==> src/rtl/kmkz_trap_ctrl_if.sv <==
// Execute-stage / fetch-redirect handshake between the Kamikaze-uRV pipeline and the trap controller.
interface kmkz_trap_ctrl_if;
  logic        x_valid_i;
  logic        x_stall_i;
  logic        x_kill_i;
  logic [31:0] x_pc_i;
  logic        x_exception_i;
  logic [3:0]  x_exception_cause_i;
  logic        x_is_mret_i;
  logic        d_is_csr_i;
  logic [11:0] d_csr_sel_i;
  logic [31:0] x_csr_write_value_i;
  logic [31:0] vector_base_i;
  logic        x_trap_kill_o;
  logic        f_redirect_o;
  logic [31:0] f_redirect_pc_o;
  logic        x_hold_o;

  modport slave (
    input  x_valid_i, x_stall_i, x_kill_i, x_pc_i, x_exception_i, x_exception_cause_i,
           x_is_mret_i, d_is_csr_i, d_csr_sel_i, x_csr_write_value_i, vector_base_i,
    output x_trap_kill_o, f_redirect_o, f_redirect_pc_o, x_hold_o
  );

  modport master (
    output x_valid_i, x_stall_i, x_kill_i, x_pc_i, x_exception_i, x_exception_cause_i,
           x_is_mret_i, d_is_csr_i, d_csr_sel_i, x_csr_write_value_i, vector_base_i,
    input  x_trap_kill_o, f_redirect_o, f_redirect_pc_o, x_hold_o
  );
endinterface

==> src/rtl/kmkz_trap_ctrl.sv <==
// Trap/interrupt controller: machine CSRs, take decision at execute, fetch redirect and MRET sequencing.
// Optional macro KMKZ_IRQ_SYNC_EN adds 2-flop synchronizers on irq_i / timer_irq_i.
module kmkz_trap_ctrl #(
  parameter int NUM_IRQ     = 8,
  parameter int HOLD_CYCLES = 2
) (
  input  logic               clk_i,
  input  logic               rst_i,
  kmkz_trap_ctrl_if.slave    xif,
  input  logic               timer_irq_i,
  input  logic [NUM_IRQ-1:0] irq_i,
  output logic [31:0]        csr_mstatus_o,
  output logic [31:0]        csr_mie_o,
  output logic [31:0]        csr_mip_o,
  output logic [31:0]        csr_mepc_o,
  output logic [31:0]        csr_mcause_o,
  output logic [31:0]        csr_irq_cause_o
);

  localparam logic [11:0] CSR_ID_MSTATUS   = 12'h300;
  localparam logic [11:0] CSR_ID_MIE       = 12'h304;
  localparam logic [11:0] CSR_ID_MEPC      = 12'h341;
  localparam logic [11:0] CSR_ID_MCAUSE    = 12'h342;
  localparam logic [11:0] CSR_ID_MIP       = 12'h344;
  localparam logic [11:0] CSR_ID_IRQ_CAUSE = 12'hFC0;

  typedef enum logic [1:0] {S_IDLE, S_REDIR, S_HOLD} state_e;
  typedef enum logic [1:0] {TK_NONE, TK_TRAP, TK_RET} take_e;

  logic [NUM_IRQ-1:0] irq_eff;
  logic               tmr_eff;

`ifdef KMKZ_IRQ_SYNC_EN
  logic [NUM_IRQ-1:0] irq_s0_q, irq_s1_q;
  logic               tmr_s0_q, tmr_s1_q;

  always_ff @(posedge clk_i) begin
    if (rst_i) begin
      irq_s0_q <= '0;
      irq_s1_q <= '0;
      tmr_s0_q <= 1'b0;
      tmr_s1_q <= 1'b0;
    end else begin
      irq_s0_q <= irq_i;
      irq_s1_q <= irq_s0_q;
      tmr_s0_q <= timer_irq_i;
      tmr_s1_q <= tmr_s0_q;
    end
  end

  assign irq_eff = irq_s1_q;
  assign tmr_eff = tmr_s1_q;
`else
  assign irq_eff = irq_i;
  assign tmr_eff = timer_irq_i;
`endif

  logic meip, mtip;
  logic [4:0] irq_idx;

  assign meip = |irq_eff;
  assign mtip = tmr_eff;

  // Scan downward so the lowest set line is the last one written.
  always_comb begin
    irq_idx = '0;
    for (int i = NUM_IRQ - 1; i >= 0; i--) begin
      if (irq_eff[i]) irq_idx = 5'(i);
    end
  end

  state_e      state_q, state_d;
  logic [3:0]  cnt_q, cnt_d;
  logic        mie_q, mie_d;
  logic        mpie_q, mpie_d;
  logic        mtie_q, mtie_d;
  logic        meie_q, meie_d;
  logic [31:0] mepc_q, mepc_d;
  logic [31:0] mcause_q, mcause_d;
  logic [31:0] rpc_q, rpc_d;
  logic        fire, irq_pend;
  take_e       take;

  assign irq_pend = mie_q & ((meip & meie_q) | (mtip & mtie_q));
  assign fire     = xif.x_valid_i & ~xif.x_stall_i & ~xif.x_kill_i & (state_q == S_IDLE);

  always_comb begin
    state_d  = state_q;
    cnt_d    = cnt_q;
    mie_d    = mie_q;
    mpie_d   = mpie_q;
    mtie_d   = mtie_q;
    meie_d   = meie_q;
    mepc_d   = mepc_q;
    mcause_d = mcause_q;
    rpc_d    = rpc_q;
    take     = TK_NONE;

    case (state_q)
      S_IDLE: begin
        if (fire) begin
          if (xif.x_exception_i) begin
            take     = TK_TRAP;
            mcause_d = {28'h0, xif.x_exception_cause_i};
          end else if (irq_pend) begin
            take     = TK_TRAP;
            mcause_d = (meip & meie_q) ? 32'h8000_000B : 32'h8000_0007;
          end else if (xif.x_is_mret_i) begin
            take = TK_RET;
          end else if (xif.d_is_csr_i) begin
            case (xif.d_csr_sel_i)
              CSR_ID_MSTATUS: begin
                mie_d  = xif.x_csr_write_value_i[3];
                mpie_d = xif.x_csr_write_value_i[7];
              end
              CSR_ID_MIE: begin
                mtie_d = xif.x_csr_write_value_i[7];
                meie_d = xif.x_csr_write_value_i[11];
              end
              CSR_ID_MEPC:   mepc_d   = {xif.x_csr_write_value_i[31:1], 1'b0};
              CSR_ID_MCAUSE: mcause_d = xif.x_csr_write_value_i;
              CSR_ID_MIP, CSR_ID_IRQ_CAUSE: ;
              default: ;
            endcase
          end
        end

        if (take == TK_TRAP) begin
          mepc_d  = xif.x_pc_i;
          mpie_d  = mie_q;
          mie_d   = 1'b0;
          rpc_d   = xif.vector_base_i;
          state_d = S_REDIR;
        end else if (take == TK_RET) begin
          mie_d   = mpie_q;
          mpie_d  = 1'b1;
          rpc_d   = mepc_q;
          state_d = S_REDIR;
        end
      end
      // The redirect pulse is fetch-side and never stretched by an execute stall.
      S_REDIR: begin
        cnt_d   = 4'(HOLD_CYCLES - 1);
        state_d = S_HOLD;
      end
      S_HOLD: begin
        if (cnt_q != '0) cnt_d = cnt_q - 4'd1;
        else if (!xif.x_stall_i) state_d = S_IDLE;
      end
      default: state_d = S_IDLE;
    endcase
  end

  always_ff @(posedge clk_i) begin
    if (rst_i) begin
      state_q  <= S_IDLE;
      cnt_q    <= '0;
      mie_q    <= 1'b0;
      mpie_q   <= 1'b0;
      mtie_q   <= 1'b0;
      meie_q   <= 1'b0;
      mepc_q   <= '0;
      mcause_q <= '0;
      rpc_q    <= '0;
    end else begin
      state_q  <= state_d;
      cnt_q    <= cnt_d;
      mie_q    <= mie_d;
      mpie_q   <= mpie_d;
      mtie_q   <= mtie_d;
      meie_q   <= meie_d;
      mepc_q   <= mepc_d;
      mcause_q <= mcause_d;
      rpc_q    <= rpc_d;
    end
  end

  assign xif.x_trap_kill_o   = (take == TK_TRAP);
  assign xif.f_redirect_o    = (state_q == S_REDIR);
  assign xif.f_redirect_pc_o = rpc_q;
  assign xif.x_hold_o        = (state_q != S_IDLE);

  assign csr_mstatus_o   = {24'h0, mpie_q, 3'b000, mie_q, 3'b000};
  assign csr_mie_o       = {20'h0, meie_q, 3'b000, mtie_q, 7'h00};
  assign csr_mip_o       = {20'h0, meip, 3'b000, mtip, 7'h00};
  assign csr_mepc_o      = mepc_q;
  assign csr_mcause_o    = mcause_q;
  assign csr_irq_cause_o = {meip, 26'h0, irq_idx};

endmodule
==> src/flat_wrapper.sv <==
// flat-port wrapper written by rule: the top's interface ports become plain ports
module kmkz_trap_ctrl_flat 
#(
  parameter int NUM_IRQ     = 8,
  parameter int HOLD_CYCLES = 2
)
  (clk_i, rst_i, timer_irq_i, irq_i, csr_mstatus_o, csr_mie_o, csr_mip_o, csr_mepc_o, csr_mcause_o, csr_irq_cause_o, xif_x_valid_i, xif_x_stall_i, xif_x_kill_i, xif_x_pc_i, xif_x_exception_i, xif_x_exception_cause_i, xif_x_is_mret_i, xif_d_is_csr_i, xif_d_csr_sel_i, xif_x_csr_write_value_i, xif_vector_base_i, xif_x_trap_kill_o, xif_f_redirect_o, xif_f_redirect_pc_o, xif_x_hold_o);
  kmkz_trap_ctrl_if xif_i ();
  input  logic clk_i;
  input  logic rst_i;
  input  logic timer_irq_i;
  input  logic [NUM_IRQ-1:0] irq_i;
  output logic [31:0] csr_mstatus_o;
  output logic [31:0] csr_mie_o;
  output logic [31:0] csr_mip_o;
  output logic [31:0] csr_mepc_o;
  output logic [31:0] csr_mcause_o;
  output logic [31:0] csr_irq_cause_o;
  input wire logic [$bits(xif_i.x_valid_i)-1:0] xif_x_valid_i;
  input wire logic [$bits(xif_i.x_stall_i)-1:0] xif_x_stall_i;
  input wire logic [$bits(xif_i.x_kill_i)-1:0] xif_x_kill_i;
  input wire logic [$bits(xif_i.x_pc_i)-1:0] xif_x_pc_i;
  input wire logic [$bits(xif_i.x_exception_i)-1:0] xif_x_exception_i;
  input wire logic [$bits(xif_i.x_exception_cause_i)-1:0] xif_x_exception_cause_i;
  input wire logic [$bits(xif_i.x_is_mret_i)-1:0] xif_x_is_mret_i;
  input wire logic [$bits(xif_i.d_is_csr_i)-1:0] xif_d_is_csr_i;
  input wire logic [$bits(xif_i.d_csr_sel_i)-1:0] xif_d_csr_sel_i;
  input wire logic [$bits(xif_i.x_csr_write_value_i)-1:0] xif_x_csr_write_value_i;
  input wire logic [$bits(xif_i.vector_base_i)-1:0] xif_vector_base_i;
  output wire logic [$bits(xif_i.x_trap_kill_o)-1:0] xif_x_trap_kill_o;
  output wire logic [$bits(xif_i.f_redirect_o)-1:0] xif_f_redirect_o;
  output wire logic [$bits(xif_i.f_redirect_pc_o)-1:0] xif_f_redirect_pc_o;
  output wire logic [$bits(xif_i.x_hold_o)-1:0] xif_x_hold_o;
  assign xif_i.x_valid_i = xif_x_valid_i;
  assign xif_i.x_stall_i = xif_x_stall_i;
  assign xif_i.x_kill_i = xif_x_kill_i;
  assign xif_i.x_pc_i = xif_x_pc_i;
  assign xif_i.x_exception_i = xif_x_exception_i;
  assign xif_i.x_exception_cause_i = xif_x_exception_cause_i;
  assign xif_i.x_is_mret_i = xif_x_is_mret_i;
  assign xif_i.d_is_csr_i = xif_d_is_csr_i;
  assign xif_i.d_csr_sel_i = xif_d_csr_sel_i;
  assign xif_i.x_csr_write_value_i = xif_x_csr_write_value_i;
  assign xif_i.vector_base_i = xif_vector_base_i;
  assign xif_x_trap_kill_o = xif_i.x_trap_kill_o;
  assign xif_f_redirect_o = xif_i.f_redirect_o;
  assign xif_f_redirect_pc_o = xif_i.f_redirect_pc_o;
  assign xif_x_hold_o = xif_i.x_hold_o;
  kmkz_trap_ctrl #(.NUM_IRQ(NUM_IRQ), .HOLD_CYCLES(HOLD_CYCLES)) u_core (.clk_i(clk_i), .rst_i(rst_i), .xif(xif_i), .timer_irq_i(timer_irq_i), .irq_i(irq_i), .csr_mstatus_o(csr_mstatus_o), .csr_mie_o(csr_mie_o), .csr_mip_o(csr_mip_o), .csr_mepc_o(csr_mepc_o), .csr_mcause_o(csr_mcause_o), .csr_irq_cause_o(csr_irq_cause_o));
endmodule
==> config.mk <==
export PLATFORM = sky130hd
export DESIGN_NAME = kmkz_trap_ctrl_flat
export DESIGN_NICKNAME = d
export VERILOG_FILES = /design/src/rtl/kmkz_trap_ctrl_if.sv /design/src/rtl/kmkz_trap_ctrl.sv /design/src/flat_wrapper.sv
export SDC_FILE = /design/constraint.sdc
export NUM_CORES = 1
export LEC_CHECK = 0
export CAP_MARGIN = 20
export CORE_AREA = 2 2 139 141
export CTS_CLUSTER_SIZE = 25
export DETAILED_ROUTE_END_ITERATION = 10
export DIE_AREA = 0 0 141 143
export PLACE_DENSITY = 0.78
export SYNTH_ARGS = -nofsm -noshare
export SYNTH_HDL_FRONTEND = slang
export SYNTH_SLANG_ARGS = --single-unit
==> constraint.sdc <==
create_clock -name clk_i -period 6.04 [get_ports clk_i]
set_input_delay 0.906 -clock clk_i [delete_from_list [all_inputs] [get_ports clk_i]]
set_output_delay 0.906 -clock clk_i [all_outputs]
set_load 0.03 [all_outputs]
==> impl_metrics.yaml, run 1 <==
clocking:
  ctsResizeCount: 0
  numCtsBuffers: 9
  insertion_delay_ns: 0.36
  htreeDepth: 3
  clockBufferDepth: 2
  cts_setup_buffers: 0
  cts-root-buf: "clkbuf_16"
  cts_hold_buf: 0
  clock-sinks: 106
  clk_pin_slew_ns: 0.08
  cts_tree: "built"
power_and_ir_drop:
  peakVddDrop_v: 0.000115
  power_leakage_nw: 2.89
  finalPower_mw: 1.66
  power_density_mw_per_mm2: 205
finish:
  multi_input_area_sq_mm: 0.00289
  final_area_sq_mm: 0.00807
  final_util_pct: 43.4
  seqCellArea_sq_mm: 0.00212
  n_antenna_cell: 0
  drive_above_1_share_pct: 6.89
  area_growth_pct: 40.8
  num-nets-final: 955
  final.fill_count: 1808
  mostFrequentLayoutCells: "clkdlybuf4s50_1, conb_1, dfxtp_1, mux2i_1, a211oi_1"
  final_common_cell: "clkdlybuf4s50_1"
placed_design:
  numPortBuffers: 237
  place_ws_ns: 0.787
  gp_congestion: 0.862
  dp_hpwl_um: 13800
  dpl-instance-area_sq_mm: 0.00775
synth:
  synthArstFlopShare_pct: 0
  synth_top_area_share_pct: 37.0
  yosysSeqAreaShare_pct: 37.0
  ys_types: 52
  syn_inst: 616
  synth_edf_count: 0
  ys_warn_count: 0
  yosysTopAreaCell: "dfxtp_1"
  synthFlopType: "dfxtp_1"
  synth-seq-cells: 106
  synthesis.area_sq_mm: 0.00573
  avgSynthCellArea_sq_um: 9.30
  ys_top_cells_by_area: "dfxtp_1, buf_4, mux2i_1, a211oi_1, a21oi_1"
run_status:
  status: "finished, final reports clean"
detailed_routing:
  ant_nets: 0
  drtIter0Drc: 122
  remaining_drc_errors: 0
  vias_per_cell: 4.64
  wl_per_cell_um: 16.8
  dr_total_vias: 4925
  routed_wl_um: 17800
  dr.pass1.iters: 4
timing:
  drv_slew: 0
  fin_tns_setup_ns: 0
  slew_headroom_pct: 44.9
  fmax_mhz: 220
  fin_crit_sh_pct: 75.1
  worst_slack_ns: 1.50
  worstMarginPinSlew_ns: 0.826
  rsz0062_at_grt: "no"
  hold_viol: 0
  setup_viol_count_final: 0
  clock_skew_ns: 0.0155
  period_needed_ns: 4.54
worst_hold_path:
  worstHoldPathType: "register to register"
global_route:
  grt_overflow: 0
  grt_use_total_pct: 17.2
  grt_max_degree: 62
  grt_pass1_wl_um: 26900
  antenna_found_initial: 0
  grt_pass1_vias: 4825
flow_run:
  maxCapViolations: 0
critical_path:
  path_class: "primary input to register"
  end_kind: "register"
  cp-start-kind: "primary input"
  path_max_fanout: 32
  critPathRequiredTime_ns: 6.30
  critPathArrivalTime_ns: 4.80
floorplanning:
  die_x_um: 141
  die-area_sq_mm: 0.0202
  die_h_um: 143
  rows: 50
  start_util_pct: 30.8
  core_area_sq_mm: 0.0186
  io-pin-count: 356
per-stage QoR:
stage          instances  hold WS, ns
2_1_floorplan        733        0.439
3_3_place_gp        1044        0.461
3_5_place_dp        1044        0.463
4_1_cts             1060        0.477
5_1_grt             1061        0.492
6_report            1061        0.472
synth_stat cells (2+ instances only):
| cell | instances |
|---|---|
| or4_4 | 2 |
| mux2_2 | 2 |
| buf_4 | 131 |
| buf_1 | 2 |
| a211oi_1 | 66 |
| nor2b_1 | 2 |
| nand2b_1 | 3 |
| mux2i_1 | 66 |
| dfxtp_1 | 106 |
| buf_2 | 3 |
| and3_1 | 4 |
| a21oi_1 | 41 |
| nor2_1 | 50 |
| nor4bb_1 | 2 |
| o221a_2 | 2 |
| nand2_1 | 7 |
| a22o_2 | 19 |
| ha_1 | 4 |
| a22o_1 | 9 |
| buf_6 | 2 |
| o21ai_0 | 6 |
| nor3_1 | 7 |
| nand3_1 | 5 |
| clkbuf_1 | 26 |
| a31oi_1 | 6 |
| inv_1 | 15 |
| and2_1 | 2 |
| nor4_1 | 2 |
worst max-delay path: stages:
cell	delay [ns]
clkdlybuf4s50_1	0.51
or4_4	0.59
o211ai_4	0.33
and3_1	0.26
nand2_1	0.14
ha_1	0.50
a41o_1	0.56
buf_16	0.26
and2_2	0.42
a211oi_1	0.30
registers in the layout (all words and copies together) (netlist names), 2 cells and up:
register,flops
u_core.xif.f_redirect_pc_o,32
u_core.state_q,2
u_core.csr_mepc_o,32
u_core.csr_mcause_o,32
u_core.cnt_q,4
final cells by class:
type                            count  share of cell area, %
Clock buffer                       10                   2.84
Clock inverter                      6                  0.729
Inverter                           15                  0.698
Multi-Input combinational cell    448                   35.8
Sequential cell                   106                   26.3
Tap cell                          234                   3.63
Timing Repair Buffer              242                   30.1
power by group:
part	internal, mW	switching [mW]
combinational	0.131	0.217
sequential	0.712	0.00838
clock	0.292	0.295
total	1.14	0.520
worst paths after layout:
kind | start | to | slack (ns) | cells past startpoint
max reg2reg | u_core.state_q[1] | u_core.csr_mepc_o[7] | 2.10 | 9
min reg2reg | u_core.cnt_q[3] | u_core.cnt_q[3] | 0.47 | 1
max | irq_i[4] | u_core.csr_mepc_o[7] | 1.50 | 10
min | u_core.cnt_q[3] | u_core.cnt_q[3] | 0.47 | 1
routing by layer:
layer  GRT usage, %  vias up  routed length, um
met2           29.6      230               8770
met1           20.9     2296               7340
met5              0        -                  0
met4           6.16        0                436
met3           4.59       23               1290
li1               -     2376                  -
cells by family after synthesis:
family | Yosys count | share of synthesized area (%)
buf+inv | 179 | 20.6
compound gates | 158 | 20.2
flops | 106 | 37.0
simple gates | 100 | 9.26
mux | 68 | 11.9
fa+ha+maj | 4 | 0.874
other cells | 1 | 0.0655
(Power assumes the default switching activity.)
==> run 2, diff against run 1 <==
--- a/config.mk
+++ b/config.mk
@@ -6,11 +6,11 @@
 export NUM_CORES = 1
 export LEC_CHECK = 0
 export CAP_MARGIN = 20
-export CORE_AREA = 2 2 139 141
+export CORE_AREA = 2 2 137 139
 export CTS_CLUSTER_SIZE = 25
 export DETAILED_ROUTE_END_ITERATION = 10
-export DIE_AREA = 0 0 141 143
-export PLACE_DENSITY = 0.78
+export DIE_AREA = 0 0 139 141
+export PLACE_DENSITY = 0.82
 export SYNTH_ARGS = -nofsm -noshare
 export SYNTH_HDL_FRONTEND = slang
 export SYNTH_SLANG_ARGS = --single-unit
==> constraint.sdc (replaced) <==
create_clock -name clk_i -period 4.05 [get_ports clk_i]
set_input_delay 0.6075 -clock clk_i [delete_from_list [all_inputs] [get_ports clk_i]]
set_output_delay 0.6075 -clock clk_i [all_outputs]
set_load 0.03 [all_outputs]
==> run 2 against run 1 <==
  * Flip-flop and latch count is the same
  * Global-route usage grew 0.25 points
  * First-iteration DRC count grew 98%
  * Largest cell class unchanged
  * Clock skew is essentially flat
  * Highest routed layer unchanged
==> impl_metrics.yaml, run 2 (same netlist as run 1, synthesis figures left out) <==
timing:
  worstMarginPinSlew_ns: 0.960
  fin_crit_sh_pct: 87.3
  hold_viol: 0
  setup_viol_count_final: 0
  worst_slack_ns: 0.512
  fin_tns_setup_ns: 0
  rsz0062_at_grt: "no"
  fmax_mhz: 283
  slew_headroom_pct: 36.0
  clock_skew_ns: 0.0157
  period_needed_ns: 3.54
  drv_slew: 0
detailed_routing:
  dr_total_vias: 4975
  remaining_drc_errors: 0
  vias_per_cell: 4.67
  dr.pass1.iters: 4
  routed_wl_um: 17800
  ant_nets: 0
  wl_per_cell_um: 16.7
  drtIter0Drc: 242
clocking:
  clock-sinks: 106
  cts_hold_buf: 0
  cts_setup_buffers: 0
  insertion_delay_ns: 0.36
  cts-root-buf: "clkbuf_16"
  numCtsBuffers: 9
  clockBufferDepth: 2
  cts_tree: "built"
  htreeDepth: 3
  ctsResizeCount: 0
  clk_pin_slew_ns: 0.07
critical_path:
  max_stage_delay_ns: 0.60
  reg2reg_slack_ns: 0.90
  path_max_fanout: 5
  path_class: "primary input to output port"
  crit_chain: "clkdlybuf4s50_1 -> or4_4 -> o211ai_4 -> buf_4 -> nand2_1 -> nand2_1 -> inv_1 -> clkdlybuf4s50_1"
  critPathRequiredTime_ns: 3.44
  cp-start-kind: "primary input"
  critPathArrivalTime_ns: 2.93
  slowest_stage: "clkdlybuf4s50_1"
  end_kind: "output port"
  crit_buf_inv: 4
  path_delay_family: "buffers and inverters"
finish:
  final_common_cell: "clkdlybuf4s50_1"
  area_growth_pct: 41.9
  drive_above_1_share_pct: 7.45
  final_area_sq_mm: 0.00813
  mostFrequentLayoutCells: "clkdlybuf4s50_1, conb_1, dfxtp_1, mux2i_1, a211oi_1"
  num-nets-final: 960
  n_antenna_cell: 0
floorplanning:
  io-pin-count: 356
  start_util_pct: 31.4
  die_x_um: 139
  rows: 50
  die-area_sq_mm: 0.0196
  core_area_sq_mm: 0.0183
  die_h_um: 141
placed_design:
  place_ws_ns: 0.220
  numPortBuffers: 237
  dpl-instance-area_sq_mm: 0.00783
  dp_hpwl_um: 13300
  gp_congestion: 0.834
global_route:
  grt_max_degree: 83
  grt_pass1_vias: 4689
  grt_overflow: 0
  grt_use_total_pct: 17.5
  grt_pass1_wl_um: 26900
  antenna_found_initial: 0
worst_hold_path:
  worstHoldPathType: "register to register"
flow_run:
  maxCapViolations: 0
run_status:
  status: "finished, final reports clean"
power_and_ir_drop:
  power_density_mw_per_mm2: 308
  power_leakage_nw: 2.92
  peakVddDrop_v: 0.000187
-- run 2: power by group --
part	internal (mW)	leakage, nW	switching, mW	total, mW
combinational	0.197	1.92	0.323	0.521
clock	0.442	0.150	0.463	0.905
sequential	1.06	0.857	0.0125	1.07
total	1.70	2.92	0.799	2.50
-- run 2: per-stage QoR --
stage          power, mW  util [%]  std cells  hold WS [ns]
2_1_floorplan       1.49         -        733         0.439
3_3_place_gp        1.61      42.8       1050         0.460
3_5_place_dp        1.62      42.8       1050         0.467
4_1_cts             2.53      44.5       1066         0.487
5_1_grt             2.61      44.5       1066         0.504
6_report            2.50      44.5       1066         0.486
-- run 2: layer usage --
| metal | track usage [%] | routed length (um) |
|---|---|---|
| met5 | 0 | 0 |
| met1 | 21.8 | 7340 |
| met3 | 3.84 | 1260 |
| met4 | 6.38 | 384 |
| met2 | 29.8 | 8830 |
-- run 2: worst paths after layout --
| check | endpoint | cells past startpoint | from |
|---|---|---|---|
| worst max-delay path | xif_x_trap_kill_o | 8 | irq_i[0] |
| worst max register to register | u_core.xif.f_redirect_pc_o[11] | 9 | u_core.state_q[1] |
| worst min-delay path | u_core.csr_mcause_o[6] | 1 | u_core.csr_mcause_o[6] |
| worst min register to register | u_core.csr_mcause_o[6] | 1 | u_core.csr_mcause_o[6] |
-- run 2: worst register-to-register path, stage by stage, from the launching register on --
cell      delay, ns
dfxtp_1        0.35
or4b_4         0.58
nor2_2         0.27
nand2_1        0.16
inv_1          0.14
ha_4           0.15
buf_4          0.34
buf_4          0.57
mux2i_1        0.19
a211oi_1       0.30
-- run 2: layout make-up --
type,instances,area (sq um)
clock buffer,9,225
clock inverter,7,81.3
fill,1737,10100
inverter,15,56.3
multi-input combinational,448,2880
sequential,106,2120
tap,234,293
timing repair buffer,247,2470
==> run 3, diff against run 2 <==
--- a/config.mk
+++ b/config.mk
@@ -10,7 +10,7 @@
 export CTS_CLUSTER_SIZE = 25
 export DETAILED_ROUTE_END_ITERATION = 10
 export DIE_AREA = 0 0 139 141
-export PLACE_DENSITY = 0.82
+export PLACE_DENSITY_LB_ADDON = 0.1
 export SYNTH_ARGS = -nofsm -noshare
 export SYNTH_HDL_FRONTEND = slang
 export SYNTH_SLANG_ARGS = --single-unit
==> run 3 against run 2 <==
  * Critical path depth down 1
  * Worst hold slack worse by 0.0073 ns
  * Utilization shrank 0.11 points
  * Wire length rose by 2.4%
  * Sequential share of layout area is 0.064 points higher
  * Register-to-register slack improved by 0.12 ns
  * Setup slack improved by 0.11 ns
  * Maximum frequency rose by 3.2%
  * First-iteration DRC count fell by 19%
  * Critical path type unchanged
  * Largest power group unchanged
==> impl_metrics.yaml, run 3 (same netlist as run 1, synthesis figures left out) <==
worst_hold_path:
  hold_start: "u_core.cnt_q[3]"
  min_path_cells: 1
  min_to: "u_core.cnt_q[3]"
  worstHoldPathType: "register to register"
clocking:
  clk_pin_slew_ns: 0.07
  insertion_delay_ns: 0.35
  clock-sinks: 106
  cts_setup_buffers: 0
  clockBufferDepth: 2
  ctsResizeCount: 0
  cts_hold_buf: 0
  cts-root-buf: "clkbuf_16"
  cts_tree: "built"
  numCtsBuffers: 9
  htreeDepth: 3
power_and_ir_drop:
  peakVddDrop_v: 0.000191
  power_density_mw_per_mm2: 304
  power_leakage_nw: 2.92
detailed_routing:
  dr_total_vias: 4941
  vias_per_cell: 4.64
  wl_per_cell_um: 17.1
  dr.pass1.iters: 4
  remaining_drc_errors: 0
  ant_nets: 0
  drtIter0Drc: 197
  routed_wl_um: 18200
critical_path:
  path_class: "primary input to output port"
  crit_chain: "clkdlybuf4s50_1 -> or4_4 -> o211ai_4 -> nand2_1 -> nand2_1 -> inv_1 -> clkdlybuf4s50_1"
  max_stage_delay_ns: 0.59
  ff2ff_path_depth: 10
  slowest_stage: "or4_4"
  r2r-end: "u_core.mie_q"
  rr_startpoint: "u_core.state_q[1]"
  reg2reg_slack_ns: 1.02
  path_max_fanout: 5
  critPathRequiredTime_ns: 3.44
  critPathArrivalTime_ns: 2.82
  path_delay_family: "buffers and inverters"
  cp-start-kind: "primary input"
  crit_buf_inv: 3
  end_kind: "output port"
finish:
  drive_above_1_share_pct: 7.45
  final.fill_count: 1826
  final_common_cell: "clkdlybuf4s50_1"
  num-nets-final: 960
  multi_input_area_sq_mm: 0.00288
  n_antenna_cell: 0
  final_util_pct: 44.4
  seqCellArea_sq_mm: 0.00212
  area_growth_pct: 41.6
  mostFrequentLayoutCells: "clkdlybuf4s50_1, conb_1, dfxtp_1, mux2i_1, a211oi_1"
timing:
  rsz0062_at_grt: "no"
  clock_skew_ns: 0.00926
  worstMarginPinSlew_ns: 0.763
  fin_crit_sh_pct: 84.7
  setup_viol_count_final: 0
  hold_viol: 0
  drv_slew: 0
  whs_ns: 0.479
  period_needed_ns: 3.43
  fmax_mhz: 292
  fin_tns_setup_ns: 0
  slew_headroom_pct: 49.0
run_status:
  status: "finished, final reports clean"
flow_run:
  maxCapViolations: 0
global_route:
  grt_pass1_wl_um: 27100
  grt_overflow: 0
  grt_max_degree: 65
  grt_pass1_vias: 4869
  grt_use_total_pct: 17.6
  antenna_found_initial: 0
placed_design:
  numPortBuffers: 237
  dp_hpwl_um: 14100
  gp_congestion: 0.778
floorplanning:
  io-pin-count: 356
  die_h_um: 141
  die_x_um: 139
  die-area_sq_mm: 0.0196
  start_util_pct: 31.4
  rows: 50
  core_area_sq_mm: 0.0183
## run 3: changes by cell type in the layout (fill, tap and decap cells not counted)
cell	delta
inv_6	+1
clkbuf_8	+2
clkinv_4	-1
buf_4	-1
clkinv_8	-2
clkinv_2	+2
buf_2	+1
inv_8	-2
## run 3: per-stage QoR
step / instance area [sq um] / worst slack, ns / power (mW) / instances
2_1_floorplan: 6170 / 0.960 / 1.49 / 733
3_3_place_gp: 7820 / 0.425 / 1.62 / 1050
3_5_place_dp: 7820 / 0.325 / 1.62 / 1050
4_1_cts: 8110 / 0.607 / 2.50 / 1066
5_1_grt: 8110 / 0.498 / 2.57 / 1066
6_report: 8110 / 0.620 / 2.46 / 1066
## run 3: layer usage
metal  wire length, um  global-route usage, %
met1              7870                   22.0
met2              8980                   30.5
met3              1040                   3.36
met4               348                   6.49
met5                 0                      0
## run 3: how the worst max path moves through the flow
stage	cells past startpoint	endpoint	startpoint	slack (ns)
after floorplan	10	u_core.xif.f_redirect_pc_o[0]	irq_i[0]	0.96
after global placement	10	u_core.csr_mepc_o[30]	irq_i[0]	0.42
after detailed placement	10	u_core.csr_mepc_o[30]	irq_i[0]	0.32
after CTS	7	xif_x_trap_kill_o	irq_i[0]	0.61
after global routing	10	u_core.csr_mepc_o[30]	xif_x_stall_i	0.50
final	7	xif_x_trap_kill_o	irq_i[0]	0.62
## run 3: worst reg2reg max path, cell delays in order, from the launching register on
cell	delay, ns
dfxtp_1	0.34
or4b_4	0.57
nor2_2	0.29
nand2_1	0.20
inv_1	0.17
ha_4	0.42
nor2_1	0.10
nor2_1	0.09
a31oi_1	0.08
or4_1	0.55
a21oi_1	0.16
## run 3: cell type report
type / count / share of cell area (%)
clock buffer: 11 / 3.12
clock inverter: 5 / 0.447
inverter: 15 / 0.694
multi-input combinational: 448 / 35.6
sequential: 106 / 26.2
tap: 234 / 3.61
timing repair buffer: 247 / 30.4
## run 3: report_power, final
group	leakage (nW)	internal, mW	total, mW	switching, mW
Sequential	0.857	1.06	1.08	0.0126
Combinational	1.92	0.198	0.525	0.326
Clock	0.146	0.455	0.863	0.408
Total	2.92	1.72	2.46	0.747
